$ cat config.mk
export PLATFORM = sky130hd
export DESIGN_NAME = conv_window_sched
export DESIGN_NICKNAME = d
export VERILOG_FILES = /design/src/rtl/conv3_pkg.sv /design/src/rtl/conv_window_sched_ring_slot_add.sv /design/src/rtl/conv_window_sched.sv
export SDC_FILE = /design/constraint.sdc
export NUM_CORES = 1
export LEC_CHECK = 0
export CORE_MARGIN = 4
export CORE_UTILIZATION = 59
export DETAILED_ROUTE_END_ITERATION = 16
export HOLD_SLACK_MARGIN = 0.03
export MAX_ROUTING_LAYER = met4
export PLACE_DENSITY = 0.82
export SKIP_LAST_GASP = 1
export SYNTH_ARGS = -nofsm -noshare
export SYNTH_HDL_FRONTEND = slang
export SYNTH_SLANG_ARGS = --single-unit
$ cat constraint.sdc
create_clock -name clk_in -period 7.95 [get_ports clk_in]
set_input_delay 2.385 -clock clk_in [delete_from_list [all_inputs] [get_ports clk_in]]
set_output_delay 2.385 -clock clk_in [all_outputs]
set_load 0.02 [all_outputs]
$ cat src/rtl/conv3_pkg.sv
// Shared definitions for the conv3 window scheduler: FSM encodings,
// default geometry, and the derived window count.
package conv3_pkg;

    localparam int DEF_LENGTH     = 11;
    localparam int DEF_HEIGHT     = 11;
    localparam int DEF_FILTER     = 3;
    localparam int DEF_STRIDE     = 1;
    localparam int DEF_MEM_LENGTH = 11;
    localparam int DEF_MEM_HEIGHT = 4;

    localparam int WINDOWS = ((DEF_LENGTH - DEF_FILTER) / DEF_STRIDE + 1) *
                             ((DEF_HEIGHT - DEF_FILTER) / DEF_STRIDE + 1);

    typedef enum logic [1:0] {
        IDLE = 2'd0,
        RUN  = 2'd1,
        DONE = 2'd2
    } top_state_t;

    typedef enum logic [1:0] {
        R_WAIT  = 2'd0,
        R_FETCH = 2'd1,
        R_END   = 2'd2
    } rd_state_t;

endpackage

$ cat src/rtl/conv_window_sched_ring_slot_add.sv
// Modulo-MEM_HEIGHT adder for ring-buffer slot indices.
// Both operands must already be below MEM_HEIGHT, so one conditional subtract suffices.
module ring_slot_add #(
    parameter int MEM_HEIGHT = 4,
    parameter int SLOT_W     = 2
) (
    input  logic [SLOT_W-1:0] a,
    input  logic [SLOT_W-1:0] b,
    output logic [SLOT_W-1:0] sum
);

    logic [SLOT_W:0] raw;

    always_comb begin
        raw = {1'b0, a} + {1'b0, b};
        if (raw >= (SLOT_W+1)'(MEM_HEIGHT)) begin
            sum = SLOT_W'(raw - (SLOT_W+1)'(MEM_HEIGHT));
        end else begin
            sum = raw[SLOT_W-1:0];
        end
    end

endmodule

$ cat src/rtl/conv_window_sched.sv
// Row ring-buffer scheduler for conv3: writes the raster stream, reads every
// FILTER x FILTER window tap by tap. Optional stall counter: CONV_WIN_SCHED_PERF_EN.
module conv_window_sched
    import conv3_pkg::*;
#(
    parameter int LENGTH     = DEF_LENGTH,
    parameter int HEIGHT     = DEF_HEIGHT,
    parameter int FILTER     = DEF_FILTER,
    parameter int STRIDE     = DEF_STRIDE,
    parameter int MEM_LENGTH = DEF_MEM_LENGTH,
    parameter int MEM_HEIGHT = DEF_MEM_HEIGHT,
    parameter int LEN_W      = 4,
    parameter int HGT_W      = 4,
    parameter int ADDR_W     = 6
) (
    input  logic              clk_in,
    input  logic              rst,
    input  logic              start,
    input  logic              pix_valid,
    output logic              pix_ready,
    output logic              wr_en,
    output logic [ADDR_W-1:0] wr_addr,
    output logic [ADDR_W-1:0] rd_addr,
    input  logic              win_ready,
    output logic              win_valid,
    output logic              win_first,
    output logic              win_last,
    output logic              busy,
    output logic              frame_done
`ifdef CONV_WIN_SCHED_PERF_EN
    ,
    output logic [15:0]       stall_cnt
`endif
);

    localparam int SLOT_W = (MEM_HEIGHT > 1) ? $clog2(MEM_HEIGHT) : 1;
    localparam int TAP_W  = (FILTER > 1) ? $clog2(FILTER) : 1;

    top_state_t        state;
    rd_state_t         r_state;
    logic [HGT_W-1:0]  wr_row, rows_done, top_row;
    logic [LEN_W-1:0]  wr_col, left_col;
    logic [SLOT_W-1:0] wr_slot, wr_slot_next, top_slot, top_slot_next, rd_slot;
    logic [TAP_W-1:0]  kx, ky;
    logic              wr_done;
    logic              tap_last, col_wrap, frame_end, win_go;

    ring_slot_add #(.MEM_HEIGHT(MEM_HEIGHT), .SLOT_W(SLOT_W)) u_wr_slot (
        .a(wr_slot), .b(SLOT_W'(1)), .sum(wr_slot_next)
    );
    ring_slot_add #(.MEM_HEIGHT(MEM_HEIGHT), .SLOT_W(SLOT_W)) u_top_slot (
        .a(top_slot), .b(SLOT_W'(STRIDE)), .sum(top_slot_next)
    );
    ring_slot_add #(.MEM_HEIGHT(MEM_HEIGHT), .SLOT_W(SLOT_W)) u_rd_slot (
        .a(top_slot), .b(SLOT_W'(ky)), .sum(rd_slot)
    );

    // NOTE: every signal gets a value on every pass, so no latch is inferred.
    always_comb begin
        // The writer may run at most MEM_HEIGHT rows ahead of the oldest row still in use.
        pix_ready  = (state == RUN) && !wr_done && (int'(wr_row) < int'(top_row) + MEM_HEIGHT);
        wr_en      = pix_valid && pix_ready;
        wr_addr    = ADDR_W'(wr_slot) * ADDR_W'(MEM_LENGTH) + ADDR_W'(wr_col);
        rd_addr    = ADDR_W'(rd_slot) * ADDR_W'(MEM_LENGTH) + ADDR_W'(left_col) + ADDR_W'(kx);
        busy       = (state != IDLE);
        frame_done = (state == DONE);
        tap_last   = (kx == TAP_W'(FILTER-1)) && (ky == TAP_W'(FILTER-1));
        col_wrap   = int'(left_col) > LENGTH - FILTER - STRIDE;
        frame_end  = int'(top_row) > HEIGHT - FILTER - STRIDE;
        win_go     = (int'(rows_done) >= int'(top_row) + FILTER) && win_ready;
    end

    // NOTE: state is updated with non-blocking assignments so all flops see pre-edge values.
    always_ff @(posedge clk_in or posedge rst) begin
        if (rst) begin
            state     <= IDLE;
            r_state   <= R_WAIT;
            wr_row    <= '0;
            wr_col    <= '0;
            wr_slot   <= '0;
            wr_done   <= 1'b0;
            rows_done <= '0;
            top_row   <= '0;
            top_slot  <= '0;
            left_col  <= '0;
            kx        <= '0;
            ky        <= '0;
            win_valid <= 1'b0;
            win_first <= 1'b0;
            win_last  <= 1'b0;
        end else begin
            case (state)
                IDLE: begin
                    if (start) begin
                        state     <= RUN;
                        r_state   <= R_WAIT;
                        wr_row    <= '0;
                        wr_col    <= '0;
                        wr_slot   <= '0;
                        wr_done   <= 1'b0;
                        rows_done <= '0;
                        top_row   <= '0;
                        top_slot  <= '0;
                        left_col  <= '0;
                        kx        <= '0;
                        ky        <= '0;
                    end
                end
                RUN: begin
                    if (r_state == R_END) state <= DONE;
                end
                DONE:    state <= IDLE;
                default: state <= IDLE;
            endcase

            if (wr_en) begin
                if (wr_col == LEN_W'(LENGTH-1)) begin
                    wr_col    <= '0;
                    wr_slot   <= wr_slot_next;
                    rows_done <= rows_done + 1'b1;
                    if (wr_row == HGT_W'(HEIGHT-1)) wr_done <= 1'b1;
                    else                            wr_row  <= wr_row + 1'b1;
                end else begin
                    wr_col <= wr_col + 1'b1;
                end
            end

            // Flags follow the fetch cycle by one so they line up with RAM doutb.
            win_valid <= (r_state == R_FETCH);
            win_first <= (r_state == R_FETCH) && (kx == '0) && (ky == '0);
            win_last  <= (r_state == R_FETCH) && tap_last;

            if (state == RUN) begin
                case (r_state)
                    R_WAIT: begin
                        if (win_go) r_state <= R_FETCH;
                    end
                    R_FETCH: begin
                        if (ky == TAP_W'(FILTER-1)) begin
                            ky <= '0;
                            if (kx == TAP_W'(FILTER-1)) begin
                                kx <= '0;
                                if (col_wrap) begin
                                    left_col <= '0;
                                    if (frame_end) begin
                                        r_state <= R_END;
                                    end else begin
                                        top_row  <= top_row + HGT_W'(STRIDE);
                                        top_slot <= top_slot_next;
                                        r_state  <= R_WAIT;
                                    end
                                end else begin
                                    left_col <= left_col + LEN_W'(STRIDE);
                                    r_state  <= R_WAIT;
                                end
                            end else begin
                                kx <= kx + 1'b1;
                            end
                        end else begin
                            ky <= ky + 1'b1;
                        end
                    end
                    default: ;
                endcase
            end
        end
    end

`ifdef CONV_WIN_SCHED_PERF_EN
    always_ff @(posedge clk_in or posedge rst) begin
        if (rst) begin
            stall_cnt <= '0;
        end else if (state == IDLE && start) begin
            stall_cnt <= '0;
        end else if (state == RUN && pix_valid && !pix_ready && stall_cnt != 16'hFFFF) begin
            stall_cnt <= stall_cnt + 1'b1;
        end
    end
`endif

endmodule

==> metrics.cfg <==
[clock_tree]
clk_latency_ns=0.30
cts.sinks=36
cts_setup_buffers=0
cts-root-buf=clkbuf_8
htreeDepth=2
clk_path_buf_depth=2
cts_tree=built
cts_resized=0
clkTransAtPathRegs_ns=0.08
numCtsBuffers=5
ctsHoldBuffers=0

[critical_path]
worstSetupPathType=register to output port
critPathRequiredTime_ns=5.57
cp-end-kind=output port
worstPathMaxFanout=7
worstPathCellList=ha_1 > xnor2_1 > xor2_1 > fa_1 > fa_1 > inv_1 > ha_1 > fa_1 > a21o_1 > a21oi_1 > xnor2_1 > clkdlybuf4s50_1
startpoint=ky[0]$_DFF_PP0_
r2r-start=top_row[2]$_DFF_PP0_
critical-path-slowest-cell=clkdlybuf4s50_1
cp_num_buf_inv=2
cp.arrival_ns=4.22
critPathLaunchType=register
critPathTopFamily=adder cells
critPathMostFrequentCell=fa_1
slowest_delay_ns=0.61

[hold_path]
hold_path.class=register to register
min_from=top_slot[1]$_DFF_PP0_

[floorplanning]
ios=24
start_util_pct=62.5
core_sq_um=4090
die_h_microns=73.8
dieArea_sq_um=5440
fp.dieW_microns=73.8
core.rowCount=23

[placed_design]
place_hpwl_mm=3.53
portBuffers=23
place_inst=318
gp_congestion=0.826

[finish]
antenna_cells=0
nets=322
final_common_cell=ha_1
drive_gt1_share_pct=7.97
final_cell_mix=ha_1, dfrtp_1, inv_1
fin_cells=326
synthToLayoutAreaGrowth_pct=15.5
final_util_pct=72.2

[sta]
setup_viol_count_final=0
hold_violations=0
timing.final.crit_period_ns=6.61
finalClockSkew_ns=0.00898
drv_slew=0
setup_tns_ns=0
relSlewSlack_pct=56.1
rsz0062_at_grt=no
timing.fmax_ghz=0.151
tightest_slew_ns=0.657
finalCritPeriodShare_pct=83.1

[synthesis]
syn_nets=295
avgSynthCellArea_sq_um=10.3
synth_top_area_share_pct=35.3
synth_area_leader_cell=dfrtp_1
synth_cells=248
netlist_area_sq_um=2550
synthFlopType=dfrtp_1
ys_ff_latch=36
synthArstFlopShare_pct=100
seq_area_frac_synth_pct=35.3
synth_edf_count=0
netlist-cell-type-count=44
yosys_warnings=0
ys_top_cells_by_area=dfrtp_1, ha_1, fa_1, inv_1, nand3_1

[grt]
track_usage_pct=19.5
grt.busiest_layer=met2
antenna_found_initial=0
grt_pass1_vias=1747
grt_pass1_wl_mm=7.87
grt_max_degree=37
use_met1_pct=24.3
grt_use_met3_pct=4.92
grt_overflow_total=0
grt_use_met2_pct=30.3

[run]
maxCapViolations=0

[drt]
drc=0
via_per_inst=5.57
routedWlPerCell_microns=14.4
drt_iter0_drc=110
firstDrtPassIters=4
vias=1816
drt_wl_total_mm=4.71
final_antenna_net_count=0

[outcome]
outcome=finished, final reports clean

[Yosys cell counts, types with 2 or more instances]
master and instances:
a21o_1 7, a21oi_1 8, a22o_1 2, and2_1 2, and4bb_2 2, clkbuf_1 3, dfrtp_1 36, fa_1 5
ha_1 37, inv_1 26, mux2_2 2, mux2i_1 5, nand2_1 14, nand2b_1 4, nand3_1 14, nand3b_1 4
nor2_1 13, nor2b_1 5, nor3b_1 3, o211ai_1 2, o21ai_0 11, o21ai_1 5, o31ai_1 7, xnor2_1 7
xor2_1 5
[registers in the layout, summed over array words and instances (netlist names), 2 cells and up]
name       cells
top_slot       2
ky             2
wr_slot        2
state          2
rows_done      4
wr_row         4
left_col       4
wr_col         4
top_row        4
kx             2
r_state        2
[logic make-up after synthesis]
logic type | after synthesis | share of synthesized area, %
buffers and inverters | 30 | 4.46
and+or+nand+nor | 71 | 17.8
muxes | 7 | 2.84
adders and majority gates | 42 | 22.0
AOI/OAI and AO/OA | 50 | 13.5
xor gates and xnor gates | 12 | 4.12
DFF | 36 | 35.3
[area by class of cell]
cell class / count / area [sq um]
tap: 50 / 62.6
fill: 297 / 1140
clock inverter: 3 / 42.5
clock buffer: 5 / 68.8
timing repair buffer: 24 / 238
inverter: 26 / 97.6
sequential: 36 / 901
multi-input combinational: 182 / 1540
[through the flow]
step | cell area, sq um | hold slack (ns) | worst slack [ns]
after detailed placement | 2840 | 0.482 | 1.54
after floorplan | 2550 | 0.452 | 2.37
after global routing | 2950 | 0.525 | 1.10
final | 2950 | 0.486 | 1.34
after global placement | 2840 | 0.481 | 1.57
after CTS | 2950 | 0.492 | 1.30
[worst paths after layout]
path	end	slack (ns)	depth (start not counted)
worst max-delay path	rd_addr[5]	1.34	12
worst min-delay path	top_slot[1]$_DFF_PP0_	0.49	1
worst max register to register	wr_row[2]$_DFF_PP0_	5.70	7
worst min register to register	top_slot[1]$_DFF_PP0_	0.49	1
max in group asynchronous	wr_row[2]$_DFF_PP0_	5.13	3
min in group asynchronous	win_first$_DFF_PP0_	2.48	3
[per-layer routing]
layer  vias up  wire, microns
met5         -              0
met4         0             70
met3         8            185
met2        29           2220
met1       847           2240
li1        932              -
Power is left out: the tool's default activity adds up to more than one toggle a clock period on the data nets, which glitch-free logic cannot reach.
